`src/rtl/vga_term_writer.sv`:
```
// vga_term_writer: maps CPU ASCII to 6-bit display codes and writes them into 40x24 video RAM with cursor, wrap and scroll.
// Define TERM_CLEAR_EN to add the clr_screen port and the full-screen clear (CLRALL) state.
module vga_term_writer #(
   parameter int         COLS  = 40,
   parameter int         ROWS  = 24,
   parameter logic [5:0] BLANK = 6'h20
) (
   input  logic       clk,
   input  logic       rst,
   input  logic [6:0] char_in,
   input  logic       char_valid,
   output logic       char_ready,
`ifdef TERM_CLEAR_EN
   input  logic       clr_screen,
`endif
   output logic [9:0] vram_waddr,
   output logic       vram_wen,
   output logic [5:0] vram_din,
   output logic [4:0] top_line,
   output logic [5:0] cursor_col,
   output logic [4:0] cursor_row
);
   localparam logic [5:0] LAST_COL  = 6'(COLS - 1);
   localparam logic [4:0] LAST_ROW  = 5'(ROWS - 1);
   localparam logic [5:0] ROWS6     = 6'(ROWS);
   localparam logic [9:0] LAST_CELL = 10'(COLS * ROWS - 1);

`ifdef TERM_CLEAR_EN
   typedef enum logic [2:0] {IDLE, WRITE, NEWLINE, CLEAR, CLRALL} state_t;
`else
   typedef enum logic [2:0] {IDLE, WRITE, NEWLINE, CLEAR} state_t;
`endif

   state_t     state, state_n;
   logic [4:0] lv, lv_n, top_n;
   logic [5:0] col_n, code, code_n, mapped;
   logic [9:0] cnt, cnt_n, row_base;
   logic [5:0] row_sum;

   // physical row is the logical line offset by top_line, wrapped without a divider
   always_comb begin
      row_sum    = {1'b0, top_line} + {1'b0, lv};
      cursor_row = (row_sum >= ROWS6) ? 5'(row_sum - ROWS6) : row_sum[4:0];
      row_base   = ({5'd0, cursor_row} << 5) + ({5'd0, cursor_row} << 3);
      mapped     = (char_in[6:5] == 2'b11) ? char_in[5:0] - 6'h20 : char_in[5:0];
   end

   always_comb begin
      state_n    = state;
      lv_n       = lv;
      top_n      = top_line;
      col_n      = cursor_col;
      code_n     = code;
      cnt_n      = cnt;
      char_ready = 1'b0;
      vram_wen   = 1'b0;
      vram_waddr = '0;
      vram_din   = '0;
      case (state)
         IDLE: begin
            char_ready = 1'b1;
`ifdef TERM_CLEAR_EN
            char_ready = ~clr_screen;
            if (clr_screen) begin
               cnt_n   = '0;
               state_n = CLRALL;
            end else
`endif
            if (char_valid) begin
               if (char_in[6:5] != 2'b00) begin
                  code_n  = mapped;
                  state_n = WRITE;
               end else if (char_in == 7'h0D) state_n = NEWLINE;
            end
         end
         WRITE: begin
            vram_wen   = 1'b1;
            vram_waddr = row_base + {4'd0, cursor_col};
            vram_din   = code;
            col_n      = (cursor_col == LAST_COL) ? cursor_col : cursor_col + 6'd1;
            state_n    = (cursor_col == LAST_COL) ? NEWLINE : IDLE;
         end
         NEWLINE: begin
            col_n = '0;
            if (lv != LAST_ROW) begin
               lv_n    = lv + 5'd1;
               state_n = IDLE;
            end else begin
               top_n   = (top_line == LAST_ROW) ? 5'd0 : top_line + 5'd1;
               cnt_n   = '0;
               state_n = CLEAR;
            end
         end
         CLEAR: begin
            vram_wen   = 1'b1;
            vram_waddr = row_base + cnt;
            vram_din   = BLANK;
            cnt_n      = cnt + 10'd1;
            state_n    = (cnt[5:0] == LAST_COL) ? IDLE : CLEAR;
         end
`ifdef TERM_CLEAR_EN
         CLRALL: begin
            vram_wen   = 1'b1;
            vram_waddr = cnt;
            vram_din   = BLANK;
            cnt_n      = cnt + 10'd1;
            if (cnt == LAST_CELL) begin
               top_n   = '0;
               lv_n    = '0;
               col_n   = '0;
               state_n = IDLE;
            end
         end
`endif
         default: state_n = IDLE;
      endcase
   end

   always_ff @(posedge clk) begin
      if (rst) begin
         state      <= IDLE;
         lv         <= '0;
         top_line   <= '0;
         cursor_col <= '0;
         code       <= '0;
         cnt        <= '0;
      end else begin
         state      <= state_n;
         lv         <= lv_n;
         top_line   <= top_n;
         cursor_col <= col_n;
         code       <= code_n;
         cnt        <= cnt_n;
      end
   end
endmodule
```
`config.mk`:
```
export PLATFORM = sky130hd
export DESIGN_NAME = vga_term_writer
export DESIGN_NICKNAME = d
export VERILOG_FILES = /design/src/rtl/vga_term_writer.sv
export SDC_FILE = /design/constraint.sdc
export NUM_CORES = 1
export LEC_CHECK = 0
export ABC_AREA = 0
export CORE_MARGIN = 1.5
export CORE_UTILIZATION = 55
export CTS_BUF_LIST = sky130_fd_sc_hd__clkbuf_8
export DETAILED_ROUTE_END_ITERATION = 8
export GPL_ROUTABILITY_DRIVEN = 0
export MAX_ROUTING_LAYER = met4
export PLACE_DENSITY = 0.83
export SLEW_MARGIN = 40
export SYNTH_ARGS = -nofsm -noshare
export SYNTH_HDL_FRONTEND = slang
export SYNTH_SLANG_ARGS = --single-unit
```
`constraint.sdc`:
```
create_clock -name clk -period 9.53 [get_ports clk]
set_clock_uncertainty 0.05 [all_clocks]
set_input_delay 2.3825 -clock clk [delete_from_list [all_inputs] [get_ports clk]]
set_output_delay 2.3825 -clock clk [all_outputs]
set_load 0.01 [all_outputs]
```
==> run metrics <==
Reg area=681 um^2; GRT Overall Usage=0.240; via count=between 2000 and 2500; Most used DFF post-synth=dfxtp_1; Vias/cell=5.77; drt first pass iters=4; Post-synth ARST share=0; HP Class=flop to flop; outcome=finished, final reports clean; CP Capture Point=vram_waddr[9]; synth unique cells=60; count leader, synth=nor2_1; initial core utilization=0.572; cells after synthesis=around 320; Slew HR=0.430; Static Leak=around 1.2 nW; R2R Path Start=state[1]; # fillers=360; Routed WL per cell=13.7 um; clock sink total=34; iteration-0 DRC count of the detailed router=188; share of the synthesized area in the top cell type=0.274; clock root cell=clkbuf_8; # DRC=0; DRT antenna net count=0; slowest CP cell=clkdlybuf4s50_1; hold buffers post-CTS=0; post-route cell area=3020 um^2; CTS tree=yes; Maximum Capacitance Violations=0; Nets=384; dominant cell type by area after synthesis=dfxtp_1; CP Max Fanout=5; Inst Count DP=398; GRT overflow=0; Post-DP Area=2930 um^2; crit start category=flop; first-pass GRT wire length=9.42 mm; Worst R2R End=cnt[4]; die width=70.3 um; Slew Limit Fails=0; critical path endpoint category=primary output; Worst-path clk slew=70 ps; r2r setup slk=7240 ps; io pins=44; Final Setup Violations=0; Setup TNS=0 ps; yosys warns=0; initial antenna violation count=0; synth-to-layout area growth=21.2%; multi-input logic area=1690 um^2; Yosys reg bits=34; fin util=0.693; PortBufs=43; most frequent cells after synthesis=nor2_1, dfxtp_1, nand2_1; ant diodes=0; main area contributors after synthesis=dfxtp_1, ha_1, nor2_1; Critical Path RT=7100 ps; Core Area=4350 um^2; largest net degree at the start of global routing=34; HPWL Detailed=4.07 mm; worst setup path start=top_line[0]; max incr delay on CP=550 ps; crit path DAT=4830 ps; DIE HEIGHT=70.3 um; total setup buffers inserted after CTS=0; Worst-Skew Late Latency=about 290 ps; max frequency=~140 MHz; Mean Syn Cell Area=7.88 um^2; Total Wirelength=5.55 mm; final period demand of the worst path=~7300 ps; post-synthesis net count=347; RSZ-0062 raised after global routing=false; H-tree lvl count=2; cts bufs inserted=5; Fin. Hold Viols=0; FP Rows=24; share of cells above drive strength 1=0.0537; VDD IR max=86.6 uV; Clock Tree Buf Depth=2; PwrDens=96.1 nW/um^2; critical path cell sequence=ha_1 > inv_1 > fa_1 > and2b_4 > o211ai_1 > and3_1 > a211o_2 > ha_1 > xor2_1 > ha_1 > o21a_1 > o31a_1 > or4_1 > nand3_1 > xor2_1 > mux2i_1 > clkdlybuf4s50_1; vias in the first global route=~2100; Die ar.=4940 um^2; Netlist Area Pre-Place=2490 um^2; register area share after synthesis=0.274; final period utilization=0.762; Final Non-Filler Cells=approximately 400; cts repair resizes=0; worst slew pin tran=between 800 and 900 ps; critical path's most frequent cell=ha_1; R2R depth=5; crit path kind=flop to primary output; Post-synth EDFFs=0; Power, Total=0.290 mW
[worst min-delay path by stage]
stage | from | endpoint | slack, ps | cells past startpoint
global placement | code[4] | code[4] | 420 | 2
global route | cnt[9] | cnt[9] | 460 | 2
finish | code[2] | code[2] | 440 | 2
CTS | code[2] | code[2] | 450 | 2
floorplan | code[0] | code[0] | 400 | 2
detailed placement | code[4] | code[4] | 430 | 2
[sequential cells by signal (all words and copies together) (netlist names)]
signal / cells
cnt: 10
code: 6
cursor_col: 6
lv: 5
top_line: 5
state: 2
[power breakdown]
| part | switching, mW | internal (mW) | leakage, nW |
|---|---|---|---|
| clock | 0.0523 | 0.0572 | 0.0524 |
| sequential | 0.00320 | 0.145 | 0.275 |
| combinational | 0.0171 | 0.0149 | 0.897 |
[layout make-up]
type,instances,share of cell area
timing repair buffer,45,0.148
multi-input combinational,255,0.560
inverter,12,0.0149
clock inverter,2,0.00290
sequential,34,0.226
tap,52,0.0216
clock buffer,6,0.0274
[worst max-delay path: cells and delay by family (launching register included)]
kind	cells	cell delay (ps)
AND/OR/NAND/NOR	4	1010
multiplexers	1	200
XOR/XNOR	2	370
AO/OA/AOI/OAI	4	710
flip-flops	1	410
buffers and inverters	2	600
adder cells (fa/ha/maj)	4	1250
[layout by cell type (no fill, tap or decap), types with 4 or more instances in the layout]
cell             instances
and2_1                   8
nand4_1                  6
nor2_1                  45
clkdlybuf4s50_1         43
nand3_1                 11
o21ai_0                  9
a21o_1                   5
o211ai_1                 4
clkbuf_8                 6
inv_1                   11
xor2_1                   7
dfxtp_1                 34
nor3_1                   5
mux2i_1                 13
or3_1                    4
nand2_1                 34
and3_1                   8
ha_1                    18
a21oi_1                 21
xnor2_1                  6
nor2b_1                  6
[stage by stage]
step | hold WS [ps] | setup slack [ps]
global route | 455 | 2080
finish | 441 | 2270
detailed placement | 426 | 2600
global placement | 416 | 2740
CTS | 447 | 2280
floorplan | 402 | 3190
[metal layers]
metal | wire length, um | up-vias | track usage
met3 | 244 | 13 | 0.0390
met2 | 2430 | 66 | 0.349
met5 | 0 | - | -
li1 | - | 1201 | -
met4 | 145 | 0 | 0.107
met1 | 2740 | 1061 | 0.328
[kinds of logic (layout without fill, tap and decap cells)]
family / count (synthesis) / after routing / share of synthesized area
AND/OR/NAND/NOR: 144 / 144 / 0.293
adder cells (fa/ha/maj): 21 / 21 / 0.115
AO/OA/AOI/OAI: 62 / 62 / 0.164
flip-flops: 34 / 34 / 0.274
buffers and inverters: 27 / 65 / 0.0478
XOR/XNOR: 13 / 13 / 0.0458
multiplexers: 15 / 15 / 0.0613
Power figures use the tool's default switching activity.
